File: config.mk
export PLATFORM = sky130hd
export DESIGN_NAME = attack_coprocessor_flat
export DESIGN_NICKNAME = d
export VERILOG_FILES = /design/src/rtl/attack_coprocessor_if.sv /design/src/rtl/attack_coprocessor.sv /design/src/flat_wrapper.sv
export SDC_FILE = /design/constraint.sdc
export NUM_CORES = 1
export LEC_CHECK = 0
export ABC_AREA = 1
export BUFFER_PORTS_ARGS = -buffer_cell sky130_fd_sc_hd__buf_2
export CAP_MARGIN = 15
export CORE_ASPECT_RATIO = 0.6
export CORE_MARGIN = 4
export CORE_UTILIZATION = 45
export CTS_CLUSTER_DIAMETER = 30
export DETAILED_ROUTE_END_ITERATION = 7
export GPL_TIMING_DRIVEN = 0
export PLACE_DENSITY_LB_ADDON = 0.1
export SKIP_CTS_REPAIR_TIMING = 1
export SLEW_MARGIN = 0
export SYNTH_ARGS = -nofsm -noshare
export SYNTH_HDL_FRONTEND = slang
export SYNTH_SLANG_ARGS = --single-unit
File: constraint.sdc
create_clock -name clock -period 5.4 [get_ports clock]
set_input_delay 0.27 -clock clock [delete_from_list [all_inputs] [get_ports clock]]
set_output_delay 0.27 -clock clock [all_outputs]
set_load 0.02 [all_outputs]
File: src/rtl/attack_coprocessor_if.sv
// Bus bundle between the attack coprocessor and its physics/controller neighbours.
interface attack_coprocessor_if;
    logic        enable;
    logic        attack_btn;
    logic [31:0] controller_in;
    logic [31:0] my_position;
    logic [31:0] opp_position;
    logic        damage_clear;
    logic        attack_out;
    logic [31:0] knockback_out;
    logic        freeze_out;
    logic [9:0]  damage;

    modport slave (
        input  enable, attack_btn, controller_in, my_position, opp_position, damage_clear,
        output attack_out, knockback_out, freeze_out, damage
    );

    modport master (
        output enable, attack_btn, controller_in, my_position, opp_position, damage_clear,
        input  attack_out, knockback_out, freeze_out, damage
    );
endinterface

File: src/rtl/attack_coprocessor.sv
// Melee attack sequencer: windup/active/stun/recovery phases, hitbox test, knockback and damage.
// Optional macro ATTACK_BUFFER_EN adds a one-deep attack buffer during recovery.
module attack_coprocessor #(
    parameter int unsigned WINDUP_CYCLES   = 4,
    parameter int unsigned ACTIVE_CYCLES   = 3,
    parameter int unsigned STUN_CYCLES     = 8,
    parameter int unsigned COOLDOWN_CYCLES = 6,
    parameter int unsigned HIT_RANGE_X     = 40,
    parameter int unsigned HIT_RANGE_Y     = 30,
    parameter int unsigned BASE_KB         = 256,
    parameter int unsigned KB_SCALE        = 4,
    parameter int unsigned ATTACK_DAMAGE   = 7
) (
    input  logic                 clock,
    input  logic                 reset,
    attack_coprocessor_if.slave  bus
);

    localparam int unsigned MAX_A   = (WINDUP_CYCLES > ACTIVE_CYCLES) ? WINDUP_CYCLES : ACTIVE_CYCLES;
    localparam int unsigned MAX_B   = (STUN_CYCLES > COOLDOWN_CYCLES) ? STUN_CYCLES : COOLDOWN_CYCLES;
    localparam int unsigned MAX_CYC = (MAX_A > MAX_B) ? MAX_A : MAX_B;
    localparam int unsigned CNT_W   = (MAX_CYC > 1) ? $clog2(MAX_CYC) : 1;
    localparam int unsigned DMG_MAX = 999;
    localparam int unsigned KB_SAT  = 32767;

    localparam logic [CNT_W-1:0] WINDUP_LD = CNT_W'(WINDUP_CYCLES - 1);
    localparam logic [CNT_W-1:0] ACTIVE_LD = CNT_W'(ACTIVE_CYCLES - 1);
    localparam logic [CNT_W-1:0] STUN_LD   = CNT_W'(STUN_CYCLES - 1);
    localparam logic [CNT_W-1:0] COOL_LD   = CNT_W'(COOLDOWN_CYCLES - 1);

    typedef enum logic [2:0] {
        S_IDLE, S_WINDUP, S_ACTIVE, S_STUN, S_RECOVERY
    } state_t;

    state_t            r_state, w_state_nxt;
    logic [CNT_W-1:0]  r_cnt, w_cnt_nxt;
    logic              r_facing_right;
    logic              r_btn_q;
    logic [9:0]        r_damage, w_damage_nxt;
    logic              r_attack, w_attack_nxt;
    logic              r_freeze, w_freeze_nxt;
    logic [31:0]       r_kb, w_kb_nxt;

    logic              w_rise;
    logic              w_buf_pending;
    logic              w_hit;
    logic              w_unused;

    assign w_rise   = bus.enable & bus.attack_btn & ~r_btn_q;
    assign w_unused = ^{bus.controller_in[31:16], bus.controller_in[7:0]};

    // Hitbox test on 17-bit signed offsets from attacker to opponent
    logic signed [16:0] w_dx, w_dy;
    logic [16:0]        w_adx, w_ady;
    logic               w_in_range, w_dir_ok;

    assign w_dx       = $signed({1'b0, bus.opp_position[31:16]}) - $signed({1'b0, bus.my_position[31:16]});
    assign w_dy       = $signed({1'b0, bus.opp_position[15:0]})  - $signed({1'b0, bus.my_position[15:0]});
    assign w_adx      = w_dx[16] ? 17'(-w_dx) : 17'(w_dx);
    assign w_ady      = w_dy[16] ? 17'(-w_dy) : 17'(w_dy);
    assign w_in_range = (w_adx <= 17'(HIT_RANGE_X)) && (w_ady <= 17'(HIT_RANGE_Y));
    assign w_dir_ok   = r_facing_right ? !w_dx[16] : (w_dx[16] || (w_dx == '0));
    assign w_hit      = bus.enable && (r_state == S_ACTIVE) && w_in_range && w_dir_ok;

    // Knockback magnitude and post-hit damage, both from pre-hit damage
    logic [31:0] w_mag32;
    logic [15:0] w_mag, w_kb_x, w_kb_y;
    logic [10:0] w_dmg_sum;
    logic [9:0]  w_dmg_hit;

    assign w_mag32   = 32'(BASE_KB) + 32'(r_damage) * 32'(KB_SCALE);
    assign w_mag     = (w_mag32 > 32'(KB_SAT)) ? 16'(KB_SAT) : w_mag32[15:0];
    assign w_kb_x    = r_facing_right ? w_mag : (16'd0 - w_mag);
    assign w_kb_y    = {1'b0, w_mag[15:1]};
    assign w_dmg_sum = 11'(r_damage) + 11'(ATTACK_DAMAGE);
    assign w_dmg_hit = (w_dmg_sum > 11'(DMG_MAX)) ? 10'(DMG_MAX) : w_dmg_sum[9:0];

`ifdef ATTACK_BUFFER_EN
    logic r_buf;

    // One-deep buffer: armed by a rise in recovery, consumed by the following idle cycle
    always_ff @(posedge clock or negedge reset) begin
        if (!reset) begin
            r_buf <= 1'b0;
        end else if (bus.enable) begin
            if ((r_state == S_RECOVERY) && w_rise) begin
                r_buf <= 1'b1;
            end else if (r_state == S_IDLE) begin
                r_buf <= 1'b0;
            end
        end
    end

    assign w_buf_pending = r_buf;
`else
    assign w_buf_pending = 1'b0;
`endif

    // Next-state, counter and registered-output decode
    always_comb begin
        w_state_nxt  = r_state;
        w_cnt_nxt    = r_cnt;
        w_damage_nxt = r_damage;

        if (bus.enable) begin
            unique case (r_state)
                S_IDLE: begin
                    w_cnt_nxt = '0;
                    if (w_rise || w_buf_pending) begin
                        w_state_nxt = S_WINDUP;
                        w_cnt_nxt   = WINDUP_LD;
                    end
                end
                S_WINDUP: begin
                    if (r_cnt == '0) begin
                        w_state_nxt = S_ACTIVE;
                        w_cnt_nxt   = ACTIVE_LD;
                    end else begin
                        w_cnt_nxt = r_cnt - 1'b1;
                    end
                end
                S_ACTIVE: begin
                    if (w_hit) begin
                        w_state_nxt  = S_STUN;
                        w_cnt_nxt    = STUN_LD;
                        w_damage_nxt = w_dmg_hit;
                    end else if (r_cnt == '0) begin
                        w_state_nxt = S_RECOVERY;
                        w_cnt_nxt   = COOL_LD;
                    end else begin
                        w_cnt_nxt = r_cnt - 1'b1;
                    end
                end
                S_STUN: begin
                    if (r_cnt == '0) begin
                        w_state_nxt = S_RECOVERY;
                        w_cnt_nxt   = COOL_LD;
                    end else begin
                        w_cnt_nxt = r_cnt - 1'b1;
                    end
                end
                S_RECOVERY: begin
                    if (r_cnt == '0) begin
                        w_state_nxt = S_IDLE;
                        w_cnt_nxt   = '0;
                    end else begin
                        w_cnt_nxt = r_cnt - 1'b1;
                    end
                end
                default: begin
                    w_state_nxt = S_IDLE;
                    w_cnt_nxt   = '0;
                end
            endcase
        end

        if (bus.damage_clear) begin
            w_damage_nxt = '0;
        end

        w_attack_nxt = (w_state_nxt == S_STUN);
        w_freeze_nxt = (w_state_nxt != S_IDLE);
        if (w_hit) begin
            w_kb_nxt = {w_kb_x, w_kb_y};
        end else if (w_state_nxt == S_STUN) begin
            w_kb_nxt = r_kb;
        end else begin
            w_kb_nxt = '0;
        end
    end

    always_ff @(posedge clock or negedge reset) begin
        if (!reset) begin
            r_state  <= S_IDLE;
            r_cnt    <= '0;
            r_damage <= '0;
            r_attack <= 1'b0;
            r_freeze <= 1'b0;
            r_kb     <= '0;
        end else begin
            r_state  <= w_state_nxt;
            r_cnt    <= w_cnt_nxt;
            r_damage <= w_damage_nxt;
            r_attack <= w_attack_nxt;
            r_freeze <= w_freeze_nxt;
            r_kb     <= w_kb_nxt;
        end
    end

    // Button sampling and joystick facing (facing only tracks while idle)
    always_ff @(posedge clock or negedge reset) begin
        if (!reset) begin
            r_btn_q        <= 1'b0;
            r_facing_right <= 1'b1;
        end else if (bus.enable) begin
            r_btn_q <= bus.attack_btn;
            if (r_state == S_IDLE) begin
                if (bus.controller_in[15:8] >= 8'd144) begin
                    r_facing_right <= 1'b1;
                end else if (bus.controller_in[15:8] <= 8'd111) begin
                    r_facing_right <= 1'b0;
                end
            end
        end
    end

    assign bus.attack_out    = r_attack;
    assign bus.knockback_out = r_kb;
    assign bus.freeze_out    = r_freeze;
    assign bus.damage        = r_damage;

endmodule

File: src/flat_wrapper.sv
// flat-port wrapper written by rule: the top's interface ports become plain ports
module attack_coprocessor_flat 
#(
    parameter int unsigned WINDUP_CYCLES   = 4,
    parameter int unsigned ACTIVE_CYCLES   = 3,
    parameter int unsigned STUN_CYCLES     = 8,
    parameter int unsigned COOLDOWN_CYCLES = 6,
    parameter int unsigned HIT_RANGE_X     = 40,
    parameter int unsigned HIT_RANGE_Y     = 30,
    parameter int unsigned BASE_KB         = 256,
    parameter int unsigned KB_SCALE        = 4,
    parameter int unsigned ATTACK_DAMAGE   = 7
)
  (clock, reset, bus_enable, bus_attack_btn, bus_controller_in, bus_my_position, bus_opp_position, bus_damage_clear, bus_attack_out, bus_knockback_out, bus_freeze_out, bus_damage);
  attack_coprocessor_if bus_i ();
  input  logic clock;
  input  logic reset;
  input wire logic [$bits(bus_i.enable)-1:0] bus_enable;
  input wire logic [$bits(bus_i.attack_btn)-1:0] bus_attack_btn;
  input wire logic [$bits(bus_i.controller_in)-1:0] bus_controller_in;
  input wire logic [$bits(bus_i.my_position)-1:0] bus_my_position;
  input wire logic [$bits(bus_i.opp_position)-1:0] bus_opp_position;
  input wire logic [$bits(bus_i.damage_clear)-1:0] bus_damage_clear;
  output wire logic [$bits(bus_i.attack_out)-1:0] bus_attack_out;
  output wire logic [$bits(bus_i.knockback_out)-1:0] bus_knockback_out;
  output wire logic [$bits(bus_i.freeze_out)-1:0] bus_freeze_out;
  output wire logic [$bits(bus_i.damage)-1:0] bus_damage;
  assign bus_i.enable = bus_enable;
  assign bus_i.attack_btn = bus_attack_btn;
  assign bus_i.controller_in = bus_controller_in;
  assign bus_i.my_position = bus_my_position;
  assign bus_i.opp_position = bus_opp_position;
  assign bus_i.damage_clear = bus_damage_clear;
  assign bus_attack_out = bus_i.attack_out;
  assign bus_knockback_out = bus_i.knockback_out;
  assign bus_freeze_out = bus_i.freeze_out;
  assign bus_damage = bus_i.damage;
  attack_coprocessor #(.WINDUP_CYCLES(WINDUP_CYCLES), .ACTIVE_CYCLES(ACTIVE_CYCLES), .STUN_CYCLES(STUN_CYCLES), .COOLDOWN_CYCLES(COOLDOWN_CYCLES), .HIT_RANGE_X(HIT_RANGE_X), .HIT_RANGE_Y(HIT_RANGE_Y), .BASE_KB(BASE_KB), .KB_SCALE(KB_SCALE), .ATTACK_DAMAGE(ATTACK_DAMAGE)) u_core (.clock(clock), .reset(reset), .bus(bus_i));
endmodule
Word level (Yosys, flattened, before mapping). Cells that the tools add are included.

Bits in registers: 52. Output and inout port bits: 44.

Add/subtract/negate cells: 8. $lt $le $gt $ge: 6. Equal/unequal tests: 6. Muxes and demuxes: 27. Bitwise operators: 3. Reductions and logical operators: 16.

Operator list (count): two-way mux 32 bit (2); two-way mux 10 bit (5); two-way mux 17 bit (2); negation 17 bit (2); subtractor 16 x 16 -> 17 bit (2); greater-than comparator 32 x 15 -> 1 bit, second input constant (1); two-way mux 16 bit (2); two-way mux 3 bit (10); one-hot mux 3 bit (5 select lines) (2); less-or-equal comparator 17 x 5 -> 1 bit, second input constant (1); less-or-equal comparator 17 x 6 -> 1 bit, second input constant (1); zero test 17 bit (1); subtractor 1 x 16 -> 16 bit, first input constant (1); adder 9 x 12 -> 13 bit, first input constant (1); adder 10 x 3 -> 11 bit, second input constant (1); greater-than comparator 11 x 10 -> 1 bit, second input constant (1); == test 3 x 2 -> 1 bit, second input constant (3); greater-or-equal comparator 8 bit, second input constant (1); less-or-equal comparator 8 x 7 -> 1 bit, second input constant (1); nonzero test 2 bit (4); zero test 3 bit (2); AND reduction 3 bit (2); logical AND 1 bit (4); == test 3 x 1 -> 1 bit, second input constant (1); 10 further kinds (13).

Logic depth before layout (Yosys ltp). Gate-level depths: netlist of run 1.

Word-level depth: 13. Depth in mapped cells: 30. Depth with buffers taken out: 29.

Worst setup path before layout of run 1. Ideal clock, no wire load.

Path kind: input to register. Start point: input bus_opp_position[0]. End point: register u_core.r_kb[18] (netlist: u_core.bus.knockback_out[18]). Data arrival time: 2.979 ns. Path slack: 2.356 ns. Cell stages on the path: 24. Path buffers: 1. Cells stage by stage: inv_1 -> ha_1 -> fa_1 -> ha_1 -> a21boi_1 -> nand3_1 -> nor2_1 -> nand2_1 -> nor2_1 -> nand3_1 -> nand2_1 -> a21oi_1 -> nor2_1 -> nand3_1 -> nor2_2 -> nand2_2 -> nand2_1 -> nand2_1 -> nand2_2 -> nand2_4 -> nor2_8 -> buf_12 -> nand3_2 -> nand2_1.

Word-level cells in the longest chain between the ends: 12. Elaborated cells on any way between the ends: 13.

Ends and longest elaborated chain: start: declaration (RTL line flat_wrapper.sv:22) `input wire logic [$bits(bus_i.opp_position)-1:0] bus_opp_position;`; subtractor 16 x 16 -> 17 bit * (RTL line attack_coprocessor.sv:58) `assign w_dy = $signed({1'b0, bus.opp_position[15:0]}) - $signed({1'b0, bus.my_position[15:0]});`; negation 17 bit (RTL line attack_coprocessor.sv:60) `assign w_ady = w_dy[16] ? 17'(-w_dy) : 17'(w_dy);`; two-way mux 17 bit * (RTL line attack_coprocessor.sv:60); less-or-equal comparator 17 x 5 -> 1 bit * (RTL line attack_coprocessor.sv:61) `assign w_in_range = (w_adx <= 17'(HIT_RANGE_X)) && (w_ady <= 17'(HIT_RANGE_Y));`; logical AND 1 bit * (RTL line attack_coprocessor.sv:61); logical AND 1 bit * (2 in a row) (RTL line attack_coprocessor.sv:63) `assign w_hit = bus.enable && (r_state == S_ACTIVE) && w_in_range && w_dir_ok;`; two-way mux 3 bit * (RTL line attack_coprocessor.sv:123) `if (w_hit) begin`; one-hot mux 3 bit (5 select lines) * (RTL line attack_coprocessor.sv:106) `unique case (r_state)`; two-way mux 3 bit * (RTL line attack_coprocessor.sv:105) `if (bus.enable) begin`; named net u_core.w_state_nxt[2] (RTL line attack_coprocessor.sv:35) `state_t r_state, w_state_nxt;`; == test 3 x 2 -> 1 bit * (RTL line attack_coprocessor.sv:165) `end else if (w_state_nxt == S_STUN) begin`; inequality test 2 bit (no source line) *; end signal: assignment (RTL line attack_coprocessor.sv:186) `r_kb <= w_kb_nxt;`; end: declaration (RTL line attack_coprocessor.sv:42) `logic [31:0] r_kb, w_kb_nxt;`.

Mark *: on every way through the listed nets, which the timed path passes. The rest lies on a longest branch. A chain may end at the register's enable or synchronous reset.

Final worst setup path of run 1.
Start point: input bus_opp_position[0]. End point: register u_core.r_kb[20] (netlist: u_core.bus.knockback_out[20]).

Word-level cells in the longest chain between the ends: 12. Elaborated cells on any way between the ends: 13.

Ends and longest elaborated chain (RTL line): subtractor 16 x 16 -> 17 bit * (attack_coprocessor.sv:58); negation 17 bit (attack_coprocessor.sv:60); two-way mux 17 bit * (attack_coprocessor.sv:60); less-or-equal comparator 17 x 5 -> 1 bit * (attack_coprocessor.sv:61); logical AND 1 bit * (attack_coprocessor.sv:61); logical AND 1 bit * (2 in a row) (attack_coprocessor.sv:63); two-way mux 3 bit (attack_coprocessor.sv:123); one-hot mux 3 bit (5 select lines) (attack_coprocessor.sv:106); two-way mux 3 bit (attack_coprocessor.sv:105); == test 3 x 2 -> 1 bit (attack_coprocessor.sv:165); inequality test 2 bit (no source line).

Every way passes the cells marked *; elsewhere a longest branch is shown, timed or not.

==> results of run 1 <==
-- final timing paths --
path / start / endpoint / depth (start not counted)
setup / recovery: bus_opp_position[0] / u_core.bus.knockback_out[20] / 23
hold / removal: reset / u_core.bus.knockback_out[6] / 1
setup reg to reg: u_core.r_state[2] / u_core.bus.knockback_out[20] / 16
hold reg to reg: u_core.r_btn_q / u_core.r_btn_q / 2
max in group asynchronous: reset / u_core.bus.knockback_out[3] / 1
min in group clock: bus_damage_clear / u_core.bus.damage[6] / 2
-- metrics by stage --
stage | area (sq um) | util
after floorplan | 5930 | -
after global placement | 6690 | 0.520
after detailed placement | 6690 | 0.520
after CTS | 6840 | 0.532
after global routing | 6840 | 0.532
final | 6840 | 0.532
-- sequential cells by signal, indices dropped and copies added (netlist names) --
name / count
u_core.bus.attack_out: 1
u_core.bus.damage: 10
u_core.bus.freeze_out: 1
u_core.bus.knockback_out: 24
u_core.r_btn_q: 1
u_core.r_cnt: 3
u_core.r_facing_right: 1
u_core.r_state: 3
-- cells in the mapped netlist (8+ instances only) --
master / instances
nand3_1: 106
ha_1: 40
o21ai_0: 22
nand4_1: 18
nor3_1: 8
nand2_1: 338
inv_2: 10
a21oi_1: 22
nor2_2: 8
inv_1: 179
dfrtp_1: 43
nand2_2: 20
buf_4: 14
nand3_2: 22
nor2_1: 88
-- worst max-delay path: stages --
cell	delay, ps
buf_2	70
inv_1	30
ha_1	210
fa_1	550
ha_1	200
a21boi_1	270
nand3_1	110
nor2_1	100
nand2_1	90
nor2_1	180
nand3_1	130
nand2_1	110
a21oi_1	80
nor2_1	90
nand3_1	100
nor2_2	110
nand2_2	100
buf_2	220
inv_2	90
buf_6	140
buf_4	200
o211ai_1	200
nand2_1	120
-- cell type report --
cell class	instances	area [sq um]	area share
multi-input combinational	756	3920	0.573
sequential	44	1100	0.161
inverter	190	713	0.104
timing repair buffer	109	546	0.0797
tap	170	213	0.0311
buffer	26	195	0.0285
clock buffer	7	153	0.0223
-- logic make-up (layout without fill, tap and decap cells) --
family | Yosys count | in the layout | share of synthesized area
buffers and inverters | 216 | 332 | 0.154
XOR/XNOR | 6 | 6 | 0.00889
flip-flops | 44 | 44 | 0.187
AO/OA/AOI/OAI | 71 | 71 | 0.0714
AND/OR/NAND/NOR | 630 | 630 | 0.487
other | 1 | 7 | 0.000635
adder cells (fa/ha/maj) | 42 | 42 | 0.0915
-- power by group through the flow --
stage | clock [mW] | sequential, mW | combinational, mW
floorplan | 0 | 0.379 | 0.533
global placement | 0 | 0.379 | 0.701
detailed placement | 0 | 0.378 | 0.704
CTS | 0.325 | 0.373 | 0.709
global route | 0.343 | 0.376 | 0.819
finish | 0.318 | 0.373 | 0.711
-- routing by layer --
metal | wire length (um) | GRT usage | share of wire | vias to the layer above
met5 | 0 | 0 | 0 | -
met4 | 54 | 0.0168 | 0.0035 | 0
met3 | 1120 | 0.0300 | 0.073 | 7
met2 | 5440 | 0.263 | 0.35 | 196
met1 | 8720 | 0.342 | 0.57 | 2694
li1 | - | - | - | 3401
-- placed cells by master (no fill, tap or decap), drive strengths merged, types with 5 or more instances in the layout --
cell type,n
conb,7
nor2,99
o22ai,7
xor2,5
nor3,8
inv,189
ha,40
nand2,362
buf,130
dfrtp,43
nand3b,7
nand4,18
o21ai,23
clkbuf,12
nand3,129
a21oi,26
==> results.py, run 1 <==
metrics = {
    "run_status": {
        "status": "completed",
    },
    "placement": {
        "dp_slack_ps": 1570,
        "dp_hpwl_um": 12900,
        "dp.cells": 1295,
        "place_congestion": 0.895,
        "port_buffers": 109,
    },
    "drt": {
        "routedWlPerCell_um": 11.8,
        "firstDrtPassIters": 5,
        "drc": 0,
        "ant_nets": 0,
        "drt_iter0_drc": 403,
        "via_count": 6298,
        "vias_per_cell": 4.84,
        "drt-total-wl_um": 15300,
    },
    "worst_setup_path": {
        "start_kind": "primary input",
        "critical_path.max_fanout": 10,
        "cp-end-kind": "flip-flop",
        "setup.worst_path.class": "primary input to flip-flop",
        "r2r_slack_ps": 2710,
        "arrival_ps": 3780,
        "required_ps": 5620,
    },
    "pwr": {
        "p_switching_mw": 0.614,
        "power.density_nw_per_um2": 205,
        "power_leakage_nw": 4.15,
        "seqPwrFrac": 0.266,
        "peakVddDrop_mv": 0.176,
        "sw_frac_of_total": 0.437,
        "clockPowerShare": 0.227,
        "p_comb_frac": 0.507,
        "power.total_mw": 1.40,
        "p_int_mw": 0.789,
    },
    "cells_and_area": {
        "nets": 1275,
        "drive_gt1_frac": 0.186,
        "area_growth_syn_to_layout_pct": 15.8,
        "fillCellCount": 1336,
        "antenna_cells": 0,
        "fin_cells": 1302,
    },
    "floorplanning": {
        "dieArea_sq_um": 15100,
        "fp.dieH_um": 96.8,
        "io_pins": 145,
        "die_x_um": 156,
        "initial_core_util": 0.460,
        "rows": 32,
        "fp.coreArea_sq_um": 12900,
    },
    "clock_tree": {
        "cts_root_buf": "clkbuf_16",
        "cts_made_buffers": 5,
        "clk_pin_slew_ps": 60,
        "cts_buffer_depth": 2,
        "cts_max_level": 2,
        "cts_sinks": 44,
        "cts_tree": "yes",
        "clk-insertion-delay-late_ps": 290,
    },
    "global_routing": {
        "grt_usage": 0.200,
        "grt_pass1_vias": 5413,
        "grt_first_pass_wirelength_um": 25700,
        "overflow": 0,
        "grt_max_degree": 45,
        "antenna_found_initial": 0,
    },
    "sta": {
        "final_hold_viol_count": 0,
        "tightest_slew_ps": 994,
        "worst_clock_skew_ps": 2.96,
        "clock.fmax_mhz": 281,
        "setup_slack_ps": 1840,
        "setup_violations": 0,
        "setup_tns_ps": 0,
        "min_period_over_period": 0.659,
        "slew_headroom": 0.338,
        "min_period_ps": 3560,
        "rsz0062_at_grt": "no",
        "hold_slack_ps": 146,
        "drv_slew": 0,
    },
    "yosys": {
        "postSynthAreaPerCell_sq_um": 5.85,
        "ys_ff_latch": 44,
        "ys_warn_count": 0,
        "yosys.cell_types.count": 46,
        "netlist.area_leader.share": 0.215,
        "synth_cells": 1010,
        "synthesis.area_sq_um": 5910,
        "synth-main-ff-cell": "dfrtp_1",
        "ys_top_cells_by_area": "nand2_1 21%, dfrtp_1 18%, inv_1 11%, nand3_1 9.0%, ha_1 8.5%",
        "yosysSeqAreaShare": 0.187,
        "synth_edf_count": 0,
        "synth_area_leader_cell": "nand2_1",
        "async_reset_ff_frac": 1.00,
    },
    "job": {
        "max_cap_violations": 0,
    },
    "min_path": {
        "hold_class": "primary input to asynchronous set/reset pin",
    },
}
Note: power is estimated with default switching activity, not from simulation.
==> inputs of run 2 (changes only) <==
clock period = 3.5 ns   (was 5.4 ns; I/O delays follow)
==> results.py, run 2 (synthesis gave the netlist of run 1 again) <==
metrics = {
    "sta": {
        "slew_headroom": 0.335,
        "setup_violations": 0,
        "min_period_over_period": 0.929,
        "hold_slack_ps": 51.4,
        "worst_clock_skew_ps": 1.81,
        "drv_slew": 0,
        "setup_tns_ps": 0,
        "tightest_slew_ps": 998,
        "min_period_ps": 3250,
        "final_hold_viol_count": 0,
        "setup_slack_ps": 249,
        "clock.fmax_mhz": 308,
    },
    "drt": {
        "vias_per_cell": 4.85,
        "drt-total-wl_um": 15400,
        "routedWlPerCell_um": 11.8,
        "drt_iter0_drc": 382,
        "via_count": 6320,
        "ant_nets": 0,
        "drc": 0,
        "firstDrtPassIters": 5,
    },
    "worst_setup_path": {
        "required_ps": 3720,
        "critical_path.max_fanout": 10,
        "setup.worst_path.class": "primary input to flip-flop",
        "start_kind": "primary input",
        "cp-end-kind": "flip-flop",
        "arrival_ps": 3470,
    },
    "cells_and_area": {
        "nets": 1275,
        "largest_register_ffs": 24,
        "final_cell_mix": "335 x nand2_1, 178 x inv_1, 112 x buf_2",
        "drive_gt1_frac": 0.194,
        "design_area_sq_um": 6870,
        "fin_cells": 1302,
        "fin_util": 0.535,
        "layout_commonest_cell": "nand2_1",
        "area_growth_syn_to_layout_pct": 16.3,
        "antenna_cells": 0,
    },
    "floorplanning": {
        "io_pins": 145,
        "fp.dieH_um": 96.8,
        "dieArea_sq_um": 15100,
        "fp.coreArea_sq_um": 12900,
        "initial_core_util": 0.460,
        "die_x_um": 156,
        "rows": 32,
    },
    "clock_tree": {
        "clk-insertion-delay-late_ps": 290,
        "cts_made_buffers": 5,
        "cts_tree": "yes",
        "cts_root_buf": "clkbuf_16",
        "clk_pin_slew_ps": 60,
        "cts_max_level": 2,
        "cts_buffer_depth": 2,
        "cts_sinks": 44,
    },
    "global_routing": {
        "grt_max_degree": 45,
        "grt_first_pass_wirelength_um": 25700,
        "overflow": 0,
        "grt_pass1_vias": 5413,
        "grt_usage": 0.200,
        "antenna_found_initial": 0,
    },
    "pwr": {
        "p_comb_frac": 0.509,
        "seqPwrFrac": 0.265,
        "sw_frac_of_total": 0.439,
        "p_switching_mw": 0.953,
        "power_leakage_nw": 4.15,
        "peakVddDrop_mv": 0.272,
        "p_int_mw": 1.22,
        "power.density_nw_per_um2": 316,
        "clockPowerShare": 0.226,
        "power.total_mw": 2.17,
    },
    "job": {
        "max_cap_violations": 0,
    },
    "placement": {
        "dpl_cell_area_sq_um": 6690,
        "dp.cells": 1295,
        "port_buffers": 109,
        "dp_hpwl_um": 12900,
        "dp_slack_ps": -230,
        "place_congestion": 0.895,
    },
    "run_status": {
        "status": "completed",
    },
    "min_path": {
        "hold_class": "primary input to asynchronous set/reset pin",
    },
}
==> run 2: cell counts in the layout (fill, tap and decap cells not counted) <==
No cell type changed its count.
==> run 2: critical path, stage by stage <==
cell and delay (ps):
buf_2 70, inv_1 30, ha_1 210, fa_1 550, ha_1 200, a21boi_2 210
nand3_1 100, nor2_1 90, nand2_1 100, nor2_2 150, nand3_1 120, nand2_1 110
a21oi_1 80, nor2_1 90, nand3_1 100, nor2_2 110, nand2_2 100, buf_6 170
inv_2 60, buf_6 140, buf_6 160, o211ai_1 190, nand2_1 120
==> run 2: routing by layer <==
| metal | wire, um | vias up | global-route usage |
|---|---|---|---|
| li1 | - | 3402 | - |
| met3 | 1090 | 2 | 0.0300 |
| met1 | 8740 | 2710 | 0.342 |
| met4 | 21 | 0 | 0.0168 |
| met5 | 0 | - | 0 |
| met2 | 5520 | 206 | 0.263 |
==> run 2: path summary, 6_finish.rpt <==
kind / from / end / slack, ps / cells after the start
max: bus_opp_position[0] / u_core.bus.knockback_out[20] / 250 / 23
min: reset / u_core.bus.knockback_out[6] / 50 / 1
max reg2reg: u_core.r_state[2] / u_core.bus.knockback_out[20] / 950 / 16
min reg2reg: u_core.r_btn_q / u_core.r_btn_q / 490 / 2
max in group asynchronous: reset / u_core.r_btn_q / 2830 / 1
min in group clock: bus_damage_clear / u_core.bus.damage[6] / 110 / 2
==> run 2: power groups by stage <==
stage               Combinational, mW  Clock (mW)  Sequential [mW]
finish                           1.11       0.491            0.576
global route                     1.27       0.529            0.580
CTS                              1.09       0.502            0.576
detailed placement               1.09           0            0.583
global placement                 1.08           0            0.585
floorplan                       0.823           0            0.585
==> run 2: layout make-up <==
cell class                      instances  area (sq um)
Tap cell                              170           213
Fill cell                            1337          5980
Multi-Input combinational cell        756          3940
Sequential cell                        44          1100
Timing Repair Buffer                  109           546
Buffer                                 26           205
Inverter                              190           713
Clock buffer                            7           153
